[src/rtl/slsu.sv]
// Load/store unit: drives a combinational-read data memory, checks bounds and
// alignment, splits misaligned accesses into byte accesses and extends load data.
module slsu #(
  parameter int DATA_WIDTH    = 32,
  parameter int MEM_SIZE      = 1024,
  parameter int MISALIGN_TRAP = 0
) (
  input  logic                  clk,
  input  logic                  rst_n,
  input  logic                  req_valid_i,
  output logic                  req_ready_o,
  input  logic                  req_load_i,
  input  logic                  req_store_i,
  input  logic [2:0]            req_funct3_i,
  input  logic [DATA_WIDTH-1:0] req_addr_i,
  input  logic [DATA_WIDTH-1:0] req_wdata_i,
  input  logic [4:0]            req_rd_i,
  output logic                  mem_read_o,
  output logic                  mem_write_o,
  output logic [1:0]            mem_size_o,
  output logic [DATA_WIDTH-1:0] mem_addr_o,
  output logic [DATA_WIDTH-1:0] mem_wdata_o,
  input  logic [DATA_WIDTH-1:0] mem_rdata_i,
  output logic                  resp_valid_o,
  input  logic                  resp_ready_i,
  output logic [DATA_WIDTH-1:0] resp_data_o,
  output logic [4:0]            resp_rd_o,
  output logic [1:0]            resp_err_o
);
  localparam int DW = DATA_WIDTH;
  localparam bit TRAP = (MISALIGN_TRAP != 0);
  localparam logic [DW:0] LIMIT = (DW+1)'(MEM_SIZE - 3);
  localparam logic [1:0] ERR_OK = 2'b00, ERR_MIS = 2'b01, ERR_FAULT = 2'b10, ERR_ILL = 2'b11;

  typedef enum logic [1:0] {IDLE, ACCESS, SPLIT, RESP} state_t;

  state_t          state_q;
  logic            load_q;
  logic [2:0]      funct3_q;
  logic [DW-1:0]   addr_q;
  logic [DW-1:0]   wdata_q;
  logic [4:0]      rd_q;
  logic [1:0]      cnt_q;
  logic [1:0]      last_q;
  logic [DW-1:0]   buf_q;

  logic            req_ready_q;
  logic            mem_read_q;
  logic            mem_write_q;
  logic [1:0]      mem_size_q;
  logic [DW-1:0]   mem_addr_q;
  logic [DW-1:0]   mem_wdata_q;
  logic            resp_valid_q;
  logic [DW-1:0]   resp_data_q;
  logic [4:0]      resp_rd_q;
  logic [1:0]      resp_err_q;

  logic            accept;
  logic [1:0]      nb_m1;
  logic            illegal;
  logic            misaligned;
  logic [DW:0]     end_addr;
  logic            fault;
  logic [DW-1:0]   wnext;
  logic [DW-1:0]   buf_d;

  function automatic logic [DW-1:0] extend(input logic [2:0] f3, input logic [DW-1:0] raw);
    case (f3)
      3'd0:    return {{(DW-8){raw[7]}}, raw[7:0]};
      3'd1:    return {{(DW-16){raw[15]}}, raw[15:0]};
      3'd4:    return {{(DW-8){1'b0}}, raw[7:0]};
      3'd5:    return {{(DW-16){1'b0}}, raw[15:0]};
      default: return raw;
    endcase
  endfunction

  assign accept = req_valid_i & req_ready_q;

  always_comb begin
    case (req_funct3_i[1:0])
      2'b00:   nb_m1 = 2'd0;
      2'b01:   nb_m1 = 2'd1;
      default: nb_m1 = 2'd3;
    endcase
  end

  assign illegal = (req_load_i == req_store_i) ||
                   (req_load_i && (req_funct3_i == 3'd3 || req_funct3_i == 3'd6 || req_funct3_i == 3'd7)) ||
                   (req_store_i && req_funct3_i > 3'd2);
  assign misaligned = (req_funct3_i[1:0] == 2'b01 && req_addr_i[0]) ||
                      (req_funct3_i[1:0] == 2'b10 && req_addr_i[1:0] != 2'b00);
  // 33-bit sum so an access wrapping past the top of the address space still faults
  assign end_addr = {1'b0, req_addr_i} + {{(DW-1){1'b0}}, nb_m1};
  assign fault    = misaligned ? (end_addr >= LIMIT) : ({1'b0, req_addr_i} >= LIMIT);

  assign wnext = wdata_q >> (8 * (int'(cnt_q) + 1));
  assign buf_d = buf_q | ({{(DW-8){1'b0}}, mem_rdata_i[7:0]} << (8 * int'(cnt_q)));

  always_ff @(posedge clk or negedge rst_n) begin
    if (!rst_n) begin
      state_q      <= IDLE;
      load_q       <= 1'b0;
      funct3_q     <= '0;
      addr_q       <= '0;
      wdata_q      <= '0;
      rd_q         <= '0;
      cnt_q        <= '0;
      last_q       <= '0;
      buf_q        <= '0;
      req_ready_q  <= 1'b1;
      mem_read_q   <= 1'b0;
      mem_write_q  <= 1'b0;
      mem_size_q   <= '0;
      mem_addr_q   <= '0;
      mem_wdata_q  <= '0;
      resp_valid_q <= 1'b0;
      resp_data_q  <= '0;
      resp_rd_q    <= '0;
      resp_err_q   <= '0;
    end else begin
      case (state_q)
        IDLE: begin
          if (accept) begin
            load_q      <= req_load_i;
            funct3_q    <= req_funct3_i;
            addr_q      <= req_addr_i;
            wdata_q     <= req_wdata_i;
            rd_q        <= req_rd_i;
            cnt_q       <= '0;
            last_q      <= nb_m1;
            buf_q       <= '0;
            req_ready_q <= 1'b0;
            if (illegal || (misaligned && TRAP) || fault) begin
              state_q      <= RESP;
              resp_valid_q <= 1'b1;
              resp_err_q   <= illegal ? ERR_ILL : (misaligned && TRAP) ? ERR_MIS : ERR_FAULT;
            end else begin
              state_q     <= misaligned ? SPLIT : ACCESS;
              mem_read_q  <= req_load_i;
              mem_write_q <= req_store_i;
              mem_addr_q  <= req_addr_i;
              mem_size_q  <= misaligned ? 2'b00 : req_funct3_i[1:0];
              if (!req_store_i)
                mem_wdata_q <= '0;
              else if (misaligned)
                mem_wdata_q <= {{(DW-8){1'b0}}, req_wdata_i[7:0]};
              else
                mem_wdata_q <= req_wdata_i;
            end
          end
        end
        ACCESS: begin
          state_q      <= RESP;
          mem_read_q   <= 1'b0;
          mem_write_q  <= 1'b0;
          mem_size_q   <= '0;
          mem_addr_q   <= '0;
          mem_wdata_q  <= '0;
          resp_valid_q <= 1'b1;
          resp_err_q   <= ERR_OK;
          resp_data_q  <= load_q ? extend(funct3_q, mem_rdata_i) : '0;
          resp_rd_q    <= load_q ? rd_q : '0;
        end
        SPLIT: begin
          buf_q <= buf_d;
          if (cnt_q == last_q) begin
            state_q      <= RESP;
            mem_read_q   <= 1'b0;
            mem_write_q  <= 1'b0;
            mem_addr_q   <= '0;
            mem_wdata_q  <= '0;
            resp_valid_q <= 1'b1;
            resp_err_q   <= ERR_OK;
            resp_data_q  <= load_q ? extend(funct3_q, buf_d) : '0;
            resp_rd_q    <= load_q ? rd_q : '0;
          end else begin
            cnt_q      <= cnt_q + 2'd1;
            mem_addr_q <= addr_q + {{(DW-2){1'b0}}, cnt_q} + 1'b1;
            if (!load_q)
              mem_wdata_q <= {{(DW-8){1'b0}}, wnext[7:0]};
          end
        end
        RESP: begin
          if (resp_ready_i) begin
            state_q      <= IDLE;
            req_ready_q  <= 1'b1;
            resp_valid_q <= 1'b0;
            resp_data_q  <= '0;
            resp_rd_q    <= '0;
            resp_err_q   <= '0;
          end
        end
        default: state_q <= IDLE;
      endcase
    end
  end

  assign req_ready_o  = req_ready_q;
  assign mem_read_o   = mem_read_q;
  assign mem_write_o  = mem_write_q;
  assign mem_size_o   = mem_size_q;
  assign mem_addr_o   = mem_addr_q;
  assign mem_wdata_o  = mem_wdata_q;
  assign resp_valid_o = resp_valid_q;
  assign resp_data_o  = resp_data_q;
  assign resp_rd_o    = resp_rd_q;
  assign resp_err_o   = resp_err_q;
endmodule

[config.mk]
export PLATFORM = sky130hd
export DESIGN_NAME = slsu
export DESIGN_NICKNAME = d
export VERILOG_FILES = /design/src/rtl/slsu.sv
export SDC_FILE = /design/constraint.sdc
export NUM_CORES = 1
export LEC_CHECK = 0
export ABC_AREA = 0
export BUFFER_PORTS_ARGS = -buffer_cell sky130_fd_sc_hd__buf_2
export CAP_MARGIN = 20
export CORE_MARGIN = 3
export CORE_UTILIZATION = 55
export CTS_CLUSTER_SIZE = 24
export DETAILED_ROUTE_END_ITERATION = 8
export HOLD_SLACK_MARGIN = 0.15
export PLACE_DENSITY = 0.86
export RECOVER_POWER = 100
export SYNTH_ARGS = -nofsm -noshare
export SYNTH_HDL_FRONTEND = slang
export SYNTH_SLANG_ARGS = --single-unit
[constraint.sdc]
create_clock -name clk -period 8.6 [get_ports clk]
set_input_delay 0 -clock clk [delete_from_list [all_inputs] [get_ports clk]]
set_output_delay 0 -clock clk [all_outputs]
set_load 0.02 [all_outputs]
---- Word level (Yosys, flattened, before mapping) ----
Index checks and enable logic that the tools add are counted.
word-level totals
  memories kept ........................... 0
  input bits .............................. 110
  bits in latches ......................... 0
  register bits ........................... 220
  output and inout bits ................... 109
  memory bits (writable) .................. 0
  memory bits (read-only) ................. 0
  word-level logic and storage cells ...... 140
operators by class
  $add $sub $neg .......................... 5
  eq/ne operators ......................... 20
  div/mod/pow operators ................... 0
  reductions and logical operators ........ 30
  shifts and indexed selects .............. 2
  multiply operators ...................... 0
  bitwise operators ....................... 2
  order comparisons ....................... 3
  mux-type cells .......................... 59
operator list
  operator               number
  $mux 32                14
  $pmux 32 s3            3
  $pmux 32 s4            2
  $pmux 32 s2            1
  $add 32x2->33          1
  $ge 33x10->1 const B   1
  $add 32x1->32 const B  1
  $add 32x2->32          1
  $ge 32x10->1 const B   1
  $or 32x32->32          1
  $shl 8x5->32           1
  $shr 32x6->8           1
  $mux 2                 13
  $reduce_and 3->1       6
  $pmux 2 s4             2
  $mux 5                 3
  $pmux 5 s3             1
  $mux 1                 13
  $eq 3x3->1 const B     4
  $ne 2x2->1 const B     6
  $pmux 2 s2             3
  $reduce_and 4->1       3
  $reduce_bool 2->1      4
  $eq 2x2->1 const B     3
  other kinds (19)       32

---- Logic depth before layout (Yosys ltp) ----
Gate-level depths: netlist of the first run.
  word-level depth ........................ 10
  depth in mapped cells ................... 16
  mapped depth without buffers ............ 14

---- Least setup slack after synthesis of the first run ----
No wires, ideal clock.
  path type ............................... input to register
  start ................................... input port req_funct3_i[1]
  end ..................................... register mem_addr_q[30] (netlist: mem_addr_o[30])
  slack ................................... 5.261 ns
  required time ........................... 8.475 ns
  path buffers ............................ 2
  data arrival time ....................... 3.214 ns
  library setup time ...................... 0.125 ns
  cell stages on the path ................. 14
  cells stage by stage .................... or2_2 > ha_1 > inv_1 > fa_1 > nand4b_4 > nor4_4 > or4b_1 > and3_1 > o32ai_2 > o41ai_4 > a22o_1 > buf_4 > buf_6 > mux2_4
between the ends
  cells in the longest elaborated chain, start to end .. 9
  elaborated cells on any way between the ends .. 23
  those cells by class .................... add/sub: 1; order compare: 2; eq/ne: 6; mux: 2; reduce/logical: 12
ends and longest elaborated chain
  what                                                   RTL line  source
  from (decl)                                            14        input logic [2:0] req_funct3_i,
  branches (longest 6 deep; another with $add 32x2->33)  --
  $logic_or 1x1->1 (*)                                   133       if (illegal || (misaligned && TRAP) || fault) begin
  $ne 2x2->1 (no line) (*)                               --
  $reduce_and 3->1 (no line) (*)                         --
  to (signal assigned)                                   141       mem_addr_q <= req_addr_i;
  to (signal assigned)                                   178       mem_addr_q <= addr_q + {{(DW-2){1'b0}}, cnt_q} + 1'b1;
  to (decl)                                              51        logic [DW-1:0] mem_addr_q;
Mark *: on every way between the ends.
A chain may end at the register's enable or synchronous reset.

---- Final worst setup path of the first run ----
  start ................................... input port req_funct3_i[1]
  end ..................................... register mem_wdata_q[21] (netlist: mem_wdata_o[21])
between the ends
  elaborated cells on any way between the ends .. 28
  those cells by class .................... add/sub: 1; order compare: 2; eq/ne: 6; mux: 7; reduce/logical: 12
RTL lines
  what                                           RTL line  source
  $eq 2x1->1 or $logic_not 2->1 (tied branches)  80        case (req_funct3_i[1:0])
  $pmux 2 s2 (*)                                 80
  via nb_m1[0]                                   59        logic [1:0] nb_m1;
  $add 32x2->33 (*)                              93        assign end_addr = {1'b0, req_addr_i} + {{(DW-1){1'b0}}, nb_m1};
  $ge 33x10->1 (*)                               94        assign fault = misaligned ? (end_addr >= LIMIT) : ({1'b0, req_addr_i} >= LIMIT);
  $mux 1 (*)                                     94
  $logic_or 1x1->1 (*)                           133
  $ne 2x2->1 (no line) (*)                       --
  $reduce_and 4->1 (no line) (*)                 --
  to (signal assigned)                           146       mem_wdata_q <= {{(DW-8){1'b0}}, req_wdata_i[7:0]};
  to (signal assigned)                           148       mem_wdata_q <= req_wdata_i;
  to (signal assigned)                           180       mem_wdata_q <= {{(DW-8){1'b0}}, wnext[7:0]};
  to (decl)                                      52        logic [DW-1:0] mem_wdata_q;
Mark *: on every way through the listed nets, which the timed path passes. The rest lies on a longest branch. The select of a mux whose other input is x is not followed.

==> flow_summary.toml, run 1 <==
[run_status]
status = "finished with violations"
violations = "capacitance limit, slew limit"

[global_routing]
grt.total_usage = 0.3105
grt_max_degree = 98
met3_usage = 0.06291
grt_pass1_wl_mm = 54.41
grt_overflow_total = 0
met2_usage = 0.5115
use_met1 = 0.3981
busiest_layer = "met2"
antenna_found_initial = 3
first_global_vias = 10420

[floorplanning]
die_h_um = 145.7
die_w_um = 145.7
core_um2 = 18960
ioPinCount = 219
start_util = 0.5663
fp-row-count = 50
die_area_um2 = 21230

[timing]
period_minus_slack_ps = 6240
worst-slew-pin-transition_ps = 4169
fin_worst_skew_ps = 13.23
hold_viol_final = 0
finalSetupViolCount = 0
tns_ps = 0
relSlewSlack = -1.779
max_freq_ghz = 0.1603
post-route-period-util = 0.7255
hold_ws_ps = 198.9
layout_setup_ws_ps = 2360
slew_violations = 457
rsz0062_at_grt = "no"

[detailed_routing]
ant_nets = 0
vias = 10470
firstDrtPassIters = 5
via_per_inst = 6.011
avgRoutedWirePerCell_um = 19.73
route.detailed.drc = 0
drtIter0Drc = 949
wl_mm = 34.36

[logic_synthesis]
synth.net_count = 1270
ys_ff_latch = 212
syn_inst = 1149
yosys.cell_types.count = 69
synthArstFlopShare = 1.000
yosysWarnings = 0
ys_seq_area_frac = 0.4943
synth_edf_count = 0
synth_area_um2 = 10730
synth_top_flop_cell = "dfrtp_1"
syn_area_per_cell_um2 = 9.342

[placement]
numPortBuffers = 218
place_congestion = 0.9240
dp_hpwl_mm = 20.74
dp_slack_ps = 4130

[critical_path]
crit_fanout = 41
r2r-start = "state_q[1]"
r2r-end = "mem_addr_o[30]"
end_kind = "register"
worst_path_largest_cell_delay_ps = 1500
worstPathArrival_ps = 6690
path_cells = "dlygate4sd3_1 -> clkbuf_1 -> or2_2 -> ha_1 -> inv_1 -> fa_1 -> nand4b_1 -> nor4_1 -> or4b_1 -> nor4b_1 -> o32ai_1 -> nor4_2 -> a21oi_1 -> a211o_1 -> nor2_1 -> a22o_1"
critical_path_required_ps = 9050
r2r_cells = 7
cpMaxStageDelayCell = "nor2_1"
crit_type = "in -> reg"
crit_end = "mem_wdata_o[21]"
r2r_setup_slack_ps = 3300
start_kind = "primary input"
crit_start = "req_funct3_i[1]"

[clock_network]
clkSinkCount = 212
cts_made_buffers = 23
cts.repair.resized = 0
clk_pin_slew_ps = 60
post-cts-setup-buffers = 0
cts_buffer_depth = 3
h-tree-depth = 1
cts_root_buffer = "clkbuf_16"
postCtsHoldBufs = 127
tritoncts = "done"
worstSkewPairLatency_ps = 520

[power]
p_per_area_nw_per_um2 = 161.1
vdd_drop_max_mv = 0.1792
p_leak_nw = 6.325
power_mw = 2.205

[layout]
regArea_um2 = 5306
area_growth_pct = 27.46
num-nets-final = 1585
drive_gt1_frac = 0.1082
fin_util = 0.7218
fillers = 1391
multiInputGateArea_um2 = 4792

[worst_hold_path]
hp-class = "in -> reg"
min_from = "req_valid_i"

[run]
drv_cap = 8
-- worst min-delay path by stage --
stage | cells after the start | to | slack, ps
after floorplan | 0 | addr_q[0] | -300
after global placement | 1 | buf_q[11] | 20
final | 5 | buf_q[18] | 200
after detailed placement | 1 | resp_data_o[11] | 30
after global routing | 5 | buf_q[18] | 230
after CTS | 4 | wdata_q[17] | 220
-- synthesized netlist by cell type (6+ instances only) --
| cell type | count | area, µm² |
|---|---|---|
| ha_1 | 9 | 112.6 |
| a22oi_1 | 9 | 67.56 |
| nand2_1 | 180 | 675.7 |
| nor4_1 | 10 | 62.56 |
| nand2b_1 | 6 | 37.54 |
| buf_1 | 11 | 41.29 |
| a21oi_1 | 99 | 495.5 |
| xnor2_1 | 22 | 192.7 |
| inv_1 | 49 | 183.9 |
| nand3_1 | 38 | 190.2 |
| dfrtp_1 | 211 | 5280 |
| clkbuf_1 | 44 | 165.2 |
| nor2b_1 | 6 | 37.54 |
| a221oi_1 | 16 | 140.1 |
| a22o_1 | 43 | 376.6 |
| nand4_1 | 10 | 62.56 |
| o221ai_2 | 9 | 135.1 |
| nor2_1 | 108 | 405.4 |
| o21a_1 | 29 | 217.7 |
| and3_1 | 9 | 56.30 |
| a21o_1 | 16 | 120.1 |
| o21ai_0 | 57 | 285.3 |
| nor3_1 | 18 | 90.09 |
| buf_2 | 6 | 30.03 |
| mux2i_1 | 14 | 140.1 |
| xor2_1 | 22 | 192.7 |
| o221ai_1 | 19 | 166.4 |
| o21ai_1 | 9 | 45.04 |
-- stage by stage --
stage | instances | cell area [µm²]
after floorplan | 1149 | 10730
after global placement | 1566 | 11930
after detailed placement | 1566 | 11930
after CTS | 1733 | 13980
after global routing | 1742 | 13680
final | 1742 | 13680
-- placed cells by master (no fill, tap or decap), drive strengths merged, types with 10 or more instances in the layout --
cell type      n
o221ai        28
clkbuf       149
a22o          43
a221oi        16
a21o          16
mux2i         14
nor4          12
nor2         109
buf          115
xnor2         22
nand3         39
xor2          22
o21a          29
inv           50
nand2        180
nand4         10
a21oi         99
dlygate4sd3  126
o21ai         66
dfrtp        211
nor3          18
-- cell type report --
cell class / instances / share of cell area
diodes: 3 / 0.0005487
clock buffers: 32 / 0.04673
clock inverters: 8 / 0.008962
inverters: 50 / 0.01372
multi-input cells: 819 / 0.3503
flip-flops and latches: 212 / 0.3878
well taps: 260 / 0.02378
repair buffers: 358 / 0.1682
-- cell families after synthesis --
group | Yosys count | synth area share
buf+inv | 118 | 0.04616
compound gates | 336 | 0.2163
simple gates | 410 | 0.1754
flops | 212 | 0.4943
fa+ha+maj | 11 | 0.01422
mux | 18 | 0.01760
xor+xnor | 44 | 0.03590
-- state kept, by name, indices dropped and copies added (netlist names) --
| name | cells |
|---|---|
| mem_read_o | 1 |
| resp_rd_o | 5 |
| rd_q | 5 |
| mem_write_o | 1 |
| req_ready_o | 1 |
| resp_err_o | 2 |
| last_q | 2 |
| load_q | 1 |
| mem_addr_o | 32 |
| buf_q | 32 |
| state_q | 2 |
| wdata_q | 24 |
| mem_size_o | 2 |
| addr_q | 32 |
| resp_data_o | 32 |
| funct3_q | 3 |
| resp_valid_o | 1 |
| mem_wdata_o | 32 |
| cnt_q | 2 |
-- power breakdown --
group / total (mW) / switching, mW / internal (mW)
logic: 0.174 / 0.101 / 0.0739
clock network: 1.02 / 0.411 / 0.609
registers: 1.01 / 0.00527 / 1.01
total: 2.20 / 0.516 / 1.69
-- critical path, delay by kind of cell --
kind | cells | cell delay (ps)
AO/OA/AOI/OAI | 4 | 1390
buffers and inverters | 3 | 960
AND/OR/NAND/NOR | 7 | 3740
adder cells (fa/ha/maj) | 2 | 570
-- routing by layer --
layer	vias to the layer above	wire length [µm]	share of wire
met5	-	0	0
met4	0	1842	0.054
met3	153	2835	0.083
met2	623	16220	0.47
met1	5014	13460	0.39
li1	4681	-	-
Note: power is estimated with default switching activity, not from simulation.
==> run 2, diff against run 1 <==
==> constraint.sdc (replaced) <==
create_clock -name clk -period 5.9 [get_ports clk]
set_input_delay 0 -clock clk [delete_from_list [all_inputs] [get_ports clk]]
set_output_delay 0 -clock clk [all_outputs]
set_load 0.02 [all_outputs]
==> run 2 against run 1 <==
  * The flow still finishes with violations (capacitance limit, slew limit)
  * Global-route usage rose by 0.40 points
  * Cell area rose by 0.48%
  * Combinational power rose by 47%
  * Total power rose by 44%
  * Clock power rose by 42%
  * Flip-flop and latch count did not move
  * Register-to-register slack got worse by 2100 ps
  * Non-clock buffer count did not move
  * First-iteration DRC count rose by 13%
  * Sequential power rose by 46%
  * Worst hold slack improved by 32 ps
  * Wire length fell by 0.73%
  * Critical path type unchanged
  * Critical endpoint is now mem_addr_o[1]
==> flow_summary.toml, run 2 (synthesis gave the netlist of run 1 again) <==
[layout]
multiInputGateArea_um2 = 4838
mostFrequentLayoutCell = "dfrtp_1"
fillers = 1407
regArea_um2 = 5306
area_growth_pct = 28.08
stdcell_area_um2 = 13750
drive_gt1_frac = 0.1134
final_cell_mix = "211 x dfrtp_1, 180 x nand2_1, 125 x dlygate4sd3_1"
fin_util = 0.7253
num-nets-final = 1585

[clock_network]
tritoncts = "done"
cts_buffer_depth = 3
clkSinkCount = 212
worstSkewPairLatency_ps = 510
cts.repair.resized = 0
h-tree-depth = 1
clk_pin_slew_ps = 60
cts_made_buffers = 23
cts_root_buffer = "clkbuf_16"

[floorplanning]
fp-row-count = 50
ioPinCount = 219
start_util = 0.5663
core_um2 = 18960
die_h_um = 145.7
die_area_um2 = 21230
die_w_um = 145.7

[global_routing]
first_global_vias = 10640
grt.total_usage = 0.3145
antenna_found_initial = 5
grt_max_degree = 98
grt_pass1_wl_mm = 55.02
grt_overflow_total = 0

[run_status]
status = "finished with violations"
violations = "capacitance limit, slew limit"

[critical_path]
cpMaxStageDelayCell = "o41ai_1"
end_kind = "register"
path_cells = "dlygate4sd3_1 -> clkbuf_1 -> or2_2 -> ha_1 -> inv_1 -> fa_1 -> nand4b_4 -> nor4_1 -> or4b_1 -> nor4b_1 -> o32ai_1 -> o41ai_1 -> a22o_2 -> buf_12 -> mux2_1"
worst_path_largest_cell_delay_ps = 800
crit_buf_inv = 4
crit_family = "simple AND/OR/NAND/NOR gates"
crit_type = "in -> reg"
crit_fanout = 47
start_kind = "primary input"
worstPathArrival_ps = 5380
critical_path_required_ps = 6290

[timing]
hold_ws_ps = 230.6
tns_ps = 0
max_freq_ghz = 0.2004
post-route-period-util = 0.8456
worst-slew-pin-transition_ps = 3650
finalSetupViolCount = 0
slew_violations = 347
fin_worst_skew_ps = 9.993
relSlewSlack = -1.433
hold_viol_final = 0
period_minus_slack_ps = 4989
rsz0062_at_grt = "no"

[placement]
dp_hpwl_mm = 20.97
place_congestion = 0.9160
place_area_um2 = 11970
numPortBuffers = 218

[power]
p_per_area_nw_per_um2 = 231.4
p_seq_frac = 0.463
power_mw = 3.181
internal-power_mw = 2.440
pwr-share-clk = 0.456
p_leak_nw = 6.373
share_comb_of_total_power = 0.080
p_sw_frac = 0.2328
vdd_drop_max_mv = 0.1880
p_sw_uw = 740.5

[detailed_routing]
firstDrtPassIters = 7
ant_nets = 0
route.detailed.drc = 0
wl_mm = 34.11
drtIter0Drc = 1071
via_per_inst = 6.056
avgRoutedWirePerCell_um = 19.54
vias = 10570

[worst_hold_path]
hp-class = "in -> reg"

[run]
drv_cap = 6
run 2: cell count changes in the layout (fill, tap and decap cells not counted), sizes merged:
cell / before / now
clkbuf: 149 / 155
bufinv: 3 / 1
clkinv: 5 / 3
diode: 3 / 5
dlygate4sd3: 126 / 125
inv: 50 / 51
run 2: power by group through the flow:
stage / combinational (mW) / clock [mW] / sequential (mW)
finish: 0.256 / 1.45 / 1.47
global route: 0.275 / 1.53 / 1.47
CTS: 0.255 / 1.46 / 1.47
detailed placement: 0.195 / 0 / 1.50
global placement: 0.192 / 0 / 1.50
floorplan: 0.0633 / 0 / 1.51
run 2: worst paths after layout:
check / start / to / slack [ps] / cells past startpoint
setup / recovery: req_funct3_i[1] / mem_addr_o[1] / 910 / 15
hold / removal: req_valid_i / buf_q[16] / 230 / 5
setup reg to reg: cnt_q[0] / resp_data_o[24] / 1250 / 12
hold reg to reg: wdata_q[21] / wdata_q[21] / 480 / 2
max in group asynchronous: rst_n / addr_q[19] / 1630 / 4
min in group asynchronous: rst_n / req_ready_o / 750 / 3
run 2: area by class of cell:
class,instances,share of cell area
antenna,5,0.0009101
clock buffer,37,0.05151
timing repair buffer,358,0.1682
sequential,212,0.3860
multi-input combinational,819,0.3519
tap,260,0.02366
inverter,50,0.01365
clock inverter,5,0.004186
run 2: repair_timing:
action	CTS	global route
hold endpoints to repair	261	0
hold buffers	126	0
buffers inserted	0	0
run 2: per-layer routing:
layer | global-route usage | up-vias | routed length, µm
li1 | - | 4702 | -
met1 | 0.4097 | 5019 | 13010
met2 | 0.5038 | 670 | 16050
met3 | 0.06011 | 182 | 3050
met4 | 0.1629 | 0 | 2001
met5 | 0 | - | 0
run 2: tightest hold or removal path, stage by stage:
cell     delay [ps]
buf_2           120
nand2_1         180
nor3_1           80
buf_4           200
nor2_1          110
run 2: stage by stage:
step	worst slack (ps)	std cells
after global routing	556.2	1746
after detailed placement	1294	1570
after global placement	1533	1569
final	911.1	1746
after floorplan	2561	1149
after CTS	1229	1738
==> run 3, diff against run 2 <==
--- a/config.mk
+++ b/config.mk
@@ -9,11 +9,11 @@
 export BUFFER_PORTS_ARGS = -buffer_cell sky130_fd_sc_hd__buf_2
 export CAP_MARGIN = 20
 export CORE_MARGIN = 3
-export CORE_UTILIZATION = 55
+export CORE_UTILIZATION = 50
 export CTS_CLUSTER_SIZE = 24
 export DETAILED_ROUTE_END_ITERATION = 8
 export HOLD_SLACK_MARGIN = 0.15
-export PLACE_DENSITY = 0.86
+export PLACE_DENSITY = 0.83
 export RECOVER_POWER = 100
 export SYNTH_ARGS = -nofsm -noshare
 export SYNTH_HDL_FRONTEND = slang
==> constraint.sdc (replaced) <==
create_clock -name clk -period 4.4 [get_ports clk]
set_input_delay 0 -clock clk [delete_from_list [all_inputs] [get_ports clk]]
set_output_delay 0 -clock clk [all_outputs]
set_load 0.02 [all_outputs]
==> run 3 against run 2 <==
  * The flow still finishes with violations (capacitance limit, slew limit)
  * Combinational power up 37%
  * Global-route usage down 2.7 points
  * Worst hold slack better by 3.1 ps
  * Sequential share of layout area down 0.42 points
  * Clock power up 28%
  * Via count down 1.4%
  * Clock-buffer cell count down 4
  * Final cell count up 0.74%
  * Setup slack worse by 670 ps
  * Utilization down 5.3 points
==> flow_summary.toml, run 3 (synthesis gave the netlist of run 1 again) <==
[power]
p_leak_nw = 6.468
vdd_drop_max_mv = 0.2746
power_mw = 4.177
p_per_area_nw_per_um2 = 300.5

[critical_path]
crit_fanout = 43
worstPathArrival_ps = 4600
r2r_cells = 9
start_kind = "primary input"
path_cells = "dlygate4sd3_1 -> buf_2 -> or2_2 -> ha_1 -> inv_1 -> fa_1 -> nand4b_4 -> nor4_4 -> or4b_1 -> nor4_1 -> o32ai_2 -> nor4_2 -> a21oi_1 -> a211o_4 -> nor2_8 -> a22o_1"
crit_type = "in -> reg"
cpMaxStageDelayCell = "dlygate4sd3_1"
r2r-end = "resp_data_o[28]"
r2r_setup_slack_ps = 370
end_kind = "register"
r2r-start = "cnt_q[0]"
worst_path_largest_cell_delay_ps = 560
critical_path_required_ps = 4850

[clock_network]
clk_pin_slew_ps = 70
clkSinkCount = 212
tritoncts = "done"
cts_buffer_depth = 3
h-tree-depth = 1
cts_root_buffer = "clkbuf_16"
cts_made_buffers = 22
worstSkewPairLatency_ps = 520

[floorplanning]
ioPinCount = 219
start_util = 0.5188
die_h_um = 152.5
core_um2 = 20690
die_w_um = 152.5
die_area_um2 = 23260
fp-row-count = 52

[detailed_routing]
vias = 10420
avgRoutedWirePerCell_um = 19.76
drtIter0Drc = 860
firstDrtPassIters = 5
ant_nets = 0
via_per_inst = 5.926
wl_mm = 34.76
route.detailed.drc = 0

[timing]
relSlewSlack = -1.091
fin_worst_skew_ps = 14.08
finalSetupViolCount = 0
period_minus_slack_ps = 4158
max_freq_ghz = 0.2405
tns_ps = 0
slew_violations = 129
worst-slew-pin-transition_ps = 3137
post-route-period-util = 0.9450
hold_viol_final = 0
rsz0062_at_grt = "no"

[layout]
fillers = 1591
final_cell_mix = "211 x dfrtp_1, 180 x nand2_1, 133 x dlygate4sd3_1"
drive_gt1_frac = 0.1202
n_antenna_cell = 0
num-nets-final = 1597
area_growth_pct = 29.49
mostFrequentLayoutCell = "dfrtp_1"

[global_routing]
grt_overflow_total = 0
grt_pass1_wl_mm = 55.40
antenna_found_initial = 0
first_global_vias = 10690
grt_max_degree = 130
grt.total_usage = 0.2870

[worst_hold_path]
holdPathStages = 4
min_from = "req_wdata_i[31]"
min_to = "wdata_q[31]"
hp-class = "in -> reg"

[placement]
place_congestion = 0.9043
numPortBuffers = 218
dp_hpwl_mm = 21.66

[run_status]
violations = "capacitance limit, slew limit"
status = "finished with violations"

[run]
drv_cap = 1
[run 3: critical path, delay by kind of cell]
family	cells	cell delay, ps
buf+inv	3	820
simple gates	7	2120
fa+ha+maj	2	580
compound gates	4	1070
[run 3: worst max path at each step]
| stage | start | end | depth (start not counted) |
|---|---|---|---|
| after floorplan | req_funct3_i[1] | mem_addr_o[30] | 14 |
| after global placement | req_funct3_i[1] | mem_wdata_o[30] | 15 |
| after detailed placement | req_funct3_i[1] | mem_wdata_o[23] | 15 |
| after CTS | req_funct3_i[1] | mem_wdata_o[19] | 16 |
| after global routing | req_funct3_i[1] | mem_wdata_o[13] | 16 |
| final | req_funct3_i[1] | mem_wdata_o[13] | 16 |
[run 3: repair_timing]
item | 4_1_cts | 5_1_grt
setup endpoints to repair | 0 | 24
hold buffers | 133 | 0
setup buffers | 0 | 0
gates resized for setup | 0 | 1
hold endpoints to repair | 329 | 0
[run 3: power by group]
| group | switching, mW | internal [mW] |
|---|---|---|
| clock | 0.770 | 1.08 |
| combinational | 0.202 | 0.149 |
| sequential | 0.0108 | 1.97 |
| total | 0.983 | 3.19 |
[run 3: stage by stage]
step	instance area, µm²	hold WS, ps	util	std cells	setup WS [ps]
finish	13900	233.7	0.6718	1759	242.0
floorplan	10730	-295.6	-	1149	1061
detailed placement	12060	195.9	0.5830	1586	340.8
global route	13900	249.5	0.6718	1759	4.890
CTS	14100	218.1	0.6815	1756	275.4
global placement	12050	196.5	0.5824	1585	517.1
[run 3: area by class of cell]
class | count | area (µm²) | area share
Sequential cell | 212 | 5306 | 0.3818
Clock inverter | 4 | 56.30 | 0.004051
Timing Repair Buffer | 369 | 2456 | 0.1767
Clock buffer | 33 | 651.9 | 0.04690
Multi-Input combinational cell | 821 | 4903 | 0.3528
Inverter | 50 | 187.7 | 0.01350
Tap cell | 270 | 337.8 | 0.02430
[run 3: metal layers]
layer | global-route usage | share of wire | vias up
met5 | 0 | 0 | -
met4 | 0.1269 | 0.052 | 0
met3 | 0.05822 | 0.080 | 146
met2 | 0.4860 | 0.49 | 565
met1 | 0.3578 | 0.38 | 4997
li1 | - | - | 4716
